===== src/rtl/usb_rx_pkg.sv =====
// Shared constants and types for the USB 1.1 receive path.
package usb_rx_pkg;
  localparam int CLKS_PER_BIT = 8;
  localparam int SAMPLE_PHASE = 4;
  localparam int STUFF_LEN    = 6;
  localparam int ONES_W       = $clog2(STUFF_LEN + 1);

  localparam logic [7:0] SYNC_BYTE = 8'h80;

  typedef logic [3:0] phase_t;
endpackage


===== src/rtl/flex_counter.sv =====
// Parameterised counter running 1..rollover_val; clear and reset both return it to 1.
module flex_counter #(
  parameter int NUM_CNT_BITS = 4
) (
  input  logic                    clk,
  input  logic                    n_rst,
  input  logic                    clear,
  input  logic                    count_enable,
  input  logic [NUM_CNT_BITS-1:0] rollover_val,
  output logic [NUM_CNT_BITS-1:0] count_out,
  output logic                    rollover_flag
);
  localparam logic [NUM_CNT_BITS-1:0] ONE = NUM_CNT_BITS'(1);

  always_ff @(posedge clk or negedge n_rst) begin
    if (!n_rst)
      count_out <= ONE;
    else if (clear)
      count_out <= ONE;
    else if (count_enable)
      count_out <= (count_out == rollover_val) ? ONE : count_out + ONE;
  end

  assign rollover_flag = (count_out == rollover_val);
endmodule


===== src/rtl/rx_bit_timer.sv =====
// USB receive bit timing: phase recovery, stuffed-bit removal, shift and byte strobes.
module rx_bit_timer
  import usb_rx_pkg::*;
(
  input  logic clk,
  input  logic n_rst,
  input  logic d_edge,
  input  logic rcving,
  input  logic d_orig,
  output logic shift_en,
  output logic byte_rcvd,
  output logic stuff_err
);
  phase_t              phase;
  logic                phase_wrap;
  logic [2:0]          bit_cnt;
  logic [ONES_W-1:0]   ones_cnt;
  logic                byte_rcvd_q;
  logic                sample;
  logic                stuff_pend;

  // Any line transition re-centres the sample point on the incoming bit.
  flex_counter #(.NUM_CNT_BITS($bits(phase_t))) u_phase (
    .clk          (clk),
    .n_rst        (n_rst),
    .clear        (~rcving | d_edge),
    .count_enable (rcving),
    .rollover_val (phase_t'(CLKS_PER_BIT)),
    .count_out    (phase),
    .rollover_flag(phase_wrap)
  );

  assign sample     = rcving && (phase == phase_t'(SAMPLE_PHASE));
  assign stuff_pend = (ones_cnt == ONES_W'(STUFF_LEN));
  assign shift_en   = sample && !stuff_pend;
  assign stuff_err  = sample && stuff_pend && d_orig;
  assign byte_rcvd  = byte_rcvd_q;

  // ones_cnt deliberately survives byte boundaries: stuffing spans bytes.
  always_ff @(posedge clk or negedge n_rst) begin
    if (!n_rst) begin
      bit_cnt     <= '0;
      ones_cnt    <= '0;
      byte_rcvd_q <= 1'b0;
    end else if (!rcving) begin
      bit_cnt     <= '0;
      ones_cnt    <= '0;
      byte_rcvd_q <= 1'b0;
    end else begin
      byte_rcvd_q <= 1'b0;
      if (sample) begin
        if (stuff_pend) begin
          ones_cnt <= '0;
        end else begin
          ones_cnt <= d_orig ? ones_cnt + 1'b1 : '0;
          bit_cnt  <= bit_cnt + 1'b1;
          if (bit_cnt == 3'd7)
            byte_rcvd_q <= 1'b1;
        end
      end
    end
  end

  a_phase_wrap: assert property (@(posedge clk) disable iff (!n_rst)
    phase_wrap |=> (phase == phase_t'(1)));
endmodule


===== config.mk =====
export PLATFORM = sky130hd
export DESIGN_NAME = rx_bit_timer
export DESIGN_NICKNAME = d
export VERILOG_FILES = /design/src/rtl/usb_rx_pkg.sv /design/src/rtl/flex_counter.sv /design/src/rtl/rx_bit_timer.sv
export SDC_FILE = /design/constraint.sdc
export NUM_CORES = 1
export LEC_CHECK = 0
export CORE_MARGIN = 5
export CORE_UTILIZATION = 55
export DETAILED_ROUTE_END_ITERATION = 8
export HOLD_SLACK_MARGIN = 0.08
export PLACE_DENSITY = 0.83
export SLEW_MARGIN = 10
export SYNTH_ARGS = -nofsm -noshare
export SYNTH_HDL_FRONTEND = slang
export SYNTH_HIERARCHICAL = 1
export SYNTH_SLANG_ARGS = --single-unit

===== constraint.sdc =====
create_clock -name clk -period 3.3 [get_ports clk]
set_input_delay 0.66 -clock clk [delete_from_list [all_inputs] [get_ports clk]]
set_output_delay 0.66 -clock clk [all_outputs]
set_load 0.01 [all_outputs]

==> impl_metrics.toml, run 1 <==
[min_path]
min_path_cells = 2
holdCritPathClass = "reg -> reg"

[die]
coreArea_mm2 = 0.00127
die_h_um = 46.0
die_w_um = 46.0
rows = 13
ioPinCount = 8
initial_core_util_pct = 56.2
dieArea_mm2 = 0.00212

[worst_setup_path]
cp_slowest_cell = "or4b_4"
critPathKind = "reg -> out"
cpPeakStageDelay_ns = 0.61
reg2reg_depth = 3
worstPathRequired_ns = 2.64
cp.arrival_ns = 2.10
cp-start-kind = "register"
cp_max_fo = 6
cp_cell_sequence = "or4b_4, nor3_1, clkdlybuf4s50_1"
endpoint_kind = "output port"

[cts]
cts_tree = "built"
clk_pin_slew_ns = 0.06
post_cts_buffers = 0
htreeDepth = 1
clk_path_buf_depth = 2
cts_resized = 0
cts_sinks = 11
cts-root-buf = "clkbuf_4"
numCtsBuffers = 3
ctsHoldBuffers = 0
clock_latency_ns = 0.27

[global_routing]
grt_pass1_wl_mm = 2.18
grt_pass1_vias = 523
antenna_found_initial = 0
grt_max_degree = 18
grt_util_all_layers_pct = 14.7
overflow = 0

[yosys]
syn_area_um2 = 713
avgSynthCellArea_um2 = 10.2
syn_inst = 70
yosysTopAreaCell = "dfrtp_1"
synth_enable_flop_cells = 0
synth_seq_area_share_pct = 38.8
yosysTopAreaCellShare_pct = 35.1
synth_warnings = 6
ys_types = 30
synth_area_leaders = "dfrtp_1 (35%), ha_1 (8.8%), nand2_1 (5.8%)"
async_flop_share_pct = 100
ys_seq_elements = 11
synthFlopType = "dfrtp_1"

[finish]
drive_above_1_share_pct = 13.4
fin_util_pct = 65.8
mostFrequentLayoutCell = "nand2_1"
fin_cells = 97
synthToLayoutAreaGrowth_pct = 17.0
finalNetCount = 93
layout_common_cells = "nand2_1 (11), dfrtp_1 (10), clkdlybuf4s50_1 (7)"
diodes = 0

[place]
dp.cells = 93
place_congestion = 0.889
io_buffers = 7
hpwlAfterDp_um = 941

[pwr]
internal-power_uw = 195
peakVddDrop_uv = 289
p_clk_share_pct = 35.3
sw_frac_of_total_pct = 24.6
combPwrFrac_pct = 10.8
p_leak_nw = 0.347
powerDensity_mw_per_mm2 = 311
netSwitchingPower_uw = 63.9
power_frac_seq_pct = 54.0

[timing]
finalSetupTns_ns = 0
skew_ns = 0.00507
period_share_pct = 83.6
rsz0062_at_grt = "no"
clock.fmax_mhz = 363
finalCriticalPeriod_ns = 2.76
hold_ws_ns = 0.548
setup_violations = 0
final_hold_viol_count = 0
final_max_slew_viol_count = 0

[detailed_routing]
totalWireLength_mm = 1.25
ant_nets = 0
post_drt_wl_per_cell_um = 12.9
vias_per_cell = 5.72
dr.pass1.iters = 4
vias = 555
drt_first_iter_violations = 9
drc_errors = 0

[job]
drv_cap = 0

[outcome]
status = "finished clean"
==> synth_stat cells, types with 2 or more instances <==
master and n:
nand2_1 11, ha_1 5, nor2_1 3, conb_1 2, mux2i_1 3, dfrtp_1 10
xor2_1 4, nand4b_1 2, nand3_1 4, inv_1 3, nand3b_1 2, o32ai_1 3
==> layer usage <==
layer | vias up | share of wire [%] | track usage, % | wire length, um
met4 | 0 | 2.9 | 7.95 | 36
li1 | 274 | - | - | -
met1 | 258 | 43 | 17.8 | 543
met3 | 6 | 6.9 | 5.93 | 87
met5 | - | 0 | 0 | 0
met2 | 17 | 47 | 22.0 | 587
==> cell type report <==
cell class	instances	area [um2]
tap	15	18.8
inverter	3	11.3
clock buffer	4	26.3
sequential	11	277
fill	115	434
timing repair buffer	8	77.6
multi-input combinational	56	424
==> metrics by stage <==
| step | setup slack [ns] | instance area (um2) | total power, mW |
|---|---|---|---|
| CTS | 0.539 | 835 | 0.262 |
| floorplan | 1.31 | 721 | 0.159 |
| finish | 0.543 | 835 | 0.259 |
| detailed placement | 0.626 | 808 | 0.170 |
| global placement | 0.650 | 808 | 0.170 |
| global route | 0.455 | 835 | 0.274 |
==> kinds of logic (layout without fill, tap and decap cells) <==
group | after synthesis | in the layout | share of synthesized area [%]
XOR/XNOR | 4 | 4 | 4.91
multiplexers | 4 | 4 | 5.79
flip-flops | 11 | 11 | 38.8
other | 2 | 4 | 1.05
buffers and inverters | 5 | 15 | 2.81
AND/OR/NAND/NOR | 30 | 30 | 26.1
adder cells (fa/ha/maj) | 5 | 5 | 8.77
AO/OA/AOI/OAI | 9 | 9 | 11.8
==> worst max-delay path: cells and delay by family (launching register included) <==
family,cells,cell delay (ns)
flip-flops,1,0.45
buffers and inverters,1,0.56
AND/OR/NAND/NOR,2,0.82
==> worst paths after layout <==
path                                                       start                               end  slack [ns]
worst min register to register            bit_cnt[1]$_DFFE_PN0P_            bit_cnt[1]$_DFFE_PN0P_        0.55
worst max-delay path            u_phase/count_out[1]$_DFFE_PN0P_                         stuff_err        0.54
worst max register to register  u_phase/count_out[1]$_DFFE_PN0P_            bit_cnt[2]$_DFFE_PN0P_        1.77
worst min-delay path                      bit_cnt[1]$_DFFE_PN0P_            bit_cnt[1]$_DFFE_PN0P_        0.55
min in group asynchronous                                  n_rst           ones_cnt[0]$_DFFE_PN0P_        0.72
max in group asynchronous                                  n_rst  u_phase/count_out[0]$_DFFE_PN1P_        2.22
==> power groups by stage <==
stage	Sequential (mW)	Clock (mW)	Combinational [mW]
after floorplan	0.142	0	0.0173
after global placement	0.142	0	0.0272
after detailed placement	0.143	0	0.0279
after CTS	0.140	0.0938	0.0281
after global routing	0.140	0.103	0.0313
final	0.140	0.0915	0.0279
==> registers in the layout (all words and copies together) (netlist names) <==
signal / count
byte_rcvd: 1
bit_cnt: 3
ones_cnt: 3
u_phase/count_out: 4
(Power assumes the default switching activity.)
==> inputs of run 2 (changes only) <==
--- a/config.mk
+++ b/config.mk
@@ -6,10 +6,10 @@
 export NUM_CORES = 1
 export LEC_CHECK = 0
 export CORE_MARGIN = 5
-export CORE_UTILIZATION = 55
+export CORE_UTILIZATION = 53
 export DETAILED_ROUTE_END_ITERATION = 8
 export HOLD_SLACK_MARGIN = 0.08
-export PLACE_DENSITY = 0.83
+export PLACE_DENSITY = 0.81
 export SLEW_MARGIN = 10
 export SYNTH_ARGS = -nofsm -noshare
 export SYNTH_HDL_FRONTEND = slang
==> constraint.sdc (replaced) <==
create_clock -name clk -period 2.82 [get_ports clk]
set_input_delay 0.564 -clock clk [delete_from_list [all_inputs] [get_ports clk]]
set_output_delay 0.564 -clock clk [all_outputs]
set_load 0.01 [all_outputs]
==> run 2 against run 1 <==
Clock skew grew 0.0084 ns. Critical path type unchanged. Global-route usage increased by 0.61 points. Final cell count did not move. Flip-flop and latch count unchanged. Combinational power increased by 17%. Worst setup slack worse by 0.37 ns. Highest routed layer unchanged. Wire length is 0.40% lower. Non-clock buffer count is the same.
==> impl_metrics.toml, run 2 (synthesized netlist as in run 1, its figures left out) <==
[outcome]
status = "finished clean"

[timing]
period_share_pct = 94.0
final_max_slew_viol_count = 0
finalCriticalPeriod_ns = 2.65
setup_violations = 0
finalSetupTns_ns = 0
rsz0062_at_grt = "no"
final_hold_viol_count = 0
clock.fmax_mhz = 377
skew_ns = 0.0134
hold_ws_ns = 0.547

[cts]
cts_tree = "built"
post_cts_buffers = 0
clk_path_buf_depth = 2
ctsHoldBuffers = 0
clk_pin_slew_ns = 0.06
htreeDepth = 1
cts-root-buf = "clkbuf_4"
numCtsBuffers = 3
cts_resized = 0
clock_latency_ns = 0.27
cts_sinks = 11

[die]
die_h_um = 46.7
rows = 13
die_w_um = 46.7
coreArea_mm2 = 0.00128
initial_core_util_pct = 55.5
dieArea_mm2 = 0.00218
ioPinCount = 8

[worst_setup_path]
worstPathRequired_ns = 2.26
cp_slowest_cell = "or4b_4"
cp.depth = 3
cp_cell_sequence = "or4b_4, nor3_1, clkdlybuf4s50_1"
critPathKind = "reg -> out"
critPathTopFamily = "simple AND/OR/NAND/NOR gates"
endpoint_kind = "output port"
cp.arrival_ns = 2.09
cpPeakStageDelay_ns = 0.61
reg2reg_depth = 3
crit_buf_inv = 1
cp-start-kind = "register"
cp_max_fo = 6

[detailed_routing]
met2_length_um = 579
route.top_layer_used = "met4"
dr_wl_met3_um = 64
dr.pass1.iters = 4
wl_met1_um = 594
drc_errors = 0
totalWireLength_mm = 1.25
vias = 534
ant_nets = 0
drt_first_iter_violations = 8
post_drt_wl_per_cell_um = 12.9
vias_per_cell = 5.51

[place]
place_congestion = 0.877
hpwlAfterDp_um = 928
io_buffers = 7

[finish]
fin_util_pct = 64.9
layout_common_cells = "nand2_1 (11), dfrtp_1 (10), clkdlybuf4s50_1 (7)"
largestRegisters = "u_phase/count_out: 4 flops, bit_cnt: 3 flops, ones_cnt: 3 flops"
synthToLayoutAreaGrowth_pct = 17.0
drive_above_1_share_pct = 13.4
diodes = 0
top_register = "u_phase/count_out"
finalNetCount = 93
mostFrequentLayoutCell = "nand2_1"
n_fill_cell = 103
largest_register_ffs = 4

[pwr]
powerDensity_mw_per_mm2 = 364
peakVddDrop_uv = 232
p_total_uw = 304
p_leak_nw = 0.347

[min_path]
min_path_cells = 2
holdCritPathClass = "reg -> reg"

[global_routing]
grt_util_all_layers_pct = 15.3
overflow = 0
grt_pass1_vias = 505
grt_pass1_wl_mm = 2.24
grt_max_degree = 18
antenna_found_initial = 0

[job]
drv_cap = 0
## run 2: cell counts in the layout (fill, tap and decap cells not counted)
Identical to the previous run, type by type.
## run 2: power breakdown
| part | total [mW] | internal (mW) | switching, mW | leakage [nW] |
|---|---|---|---|---|
| combinational | 0.0327 | 0.0138 | 0.0189 | 0.183 |
| sequential | 0.164 | 0.160 | 0.00382 | 0.150 |
| clock | 0.107 | 0.0547 | 0.0523 | 0.0150 |
## run 2: final timing paths
check / startpoint / end / slack [ns]
worst max register to register: u_phase/count_out[1]$_DFFE_PN0P_ / bit_cnt[1]$_DFFE_PN0P_ / 1.27
worst min-delay path: bit_cnt[1]$_DFFE_PN0P_ / bit_cnt[1]$_DFFE_PN0P_ / 0.55
worst min register to register: bit_cnt[1]$_DFFE_PN0P_ / bit_cnt[1]$_DFFE_PN0P_ / 0.55
min in group asynchronous: n_rst / ones_cnt[2]$_DFFE_PN0P_ / 0.62
max in group asynchronous: n_rst / u_phase/count_out[0]$_DFFE_PN1P_ / 1.84
worst max-delay path: u_phase/count_out[1]$_DFFE_PN0P_ / stuff_err / 0.17
## run 2: final cells by class
type	instances	area (um2)	share of cell area (%)
repair buffers	8	77.6	9.30
inverters	3	11.3	1.35
well taps	15	18.8	2.25
clock buffers	4	26.3	3.15
multi-input cells	56	424	50.8
flip-flops and latches	11	277	33.1
## run 2: per-stage QoR
step,cells,area [um2],setup slack [ns]
after floorplan,72,721,0.921
after global placement,93,808,0.368
after detailed placement,93,808,0.363
after CTS,97,835,0.157
after global routing,97,835,0.0777
final,97,835,0.170
## run 2: metal layers
| metal | vias up | GRT usage [%] |
|---|---|---|
| met3 | 2 | 3.52 |
| li1 | 273 | - |
| met4 | 0 | 10.5 |
| met5 | - | 0 |
| met1 | 247 | 19.3 |
| met2 | 12 | 22.8 |
## run 2: worst reg2reg max path: cells and delay by family (launching register included)
| kind | cells | cell delay, ns |
|---|---|---|
| and+or+nand+nor | 1 | 0.61 |
| DFF | 1 | 0.46 |
| muxes | 1 | 0.21 |
| AOI/OAI and AO/OA | 1 | 0.19 |
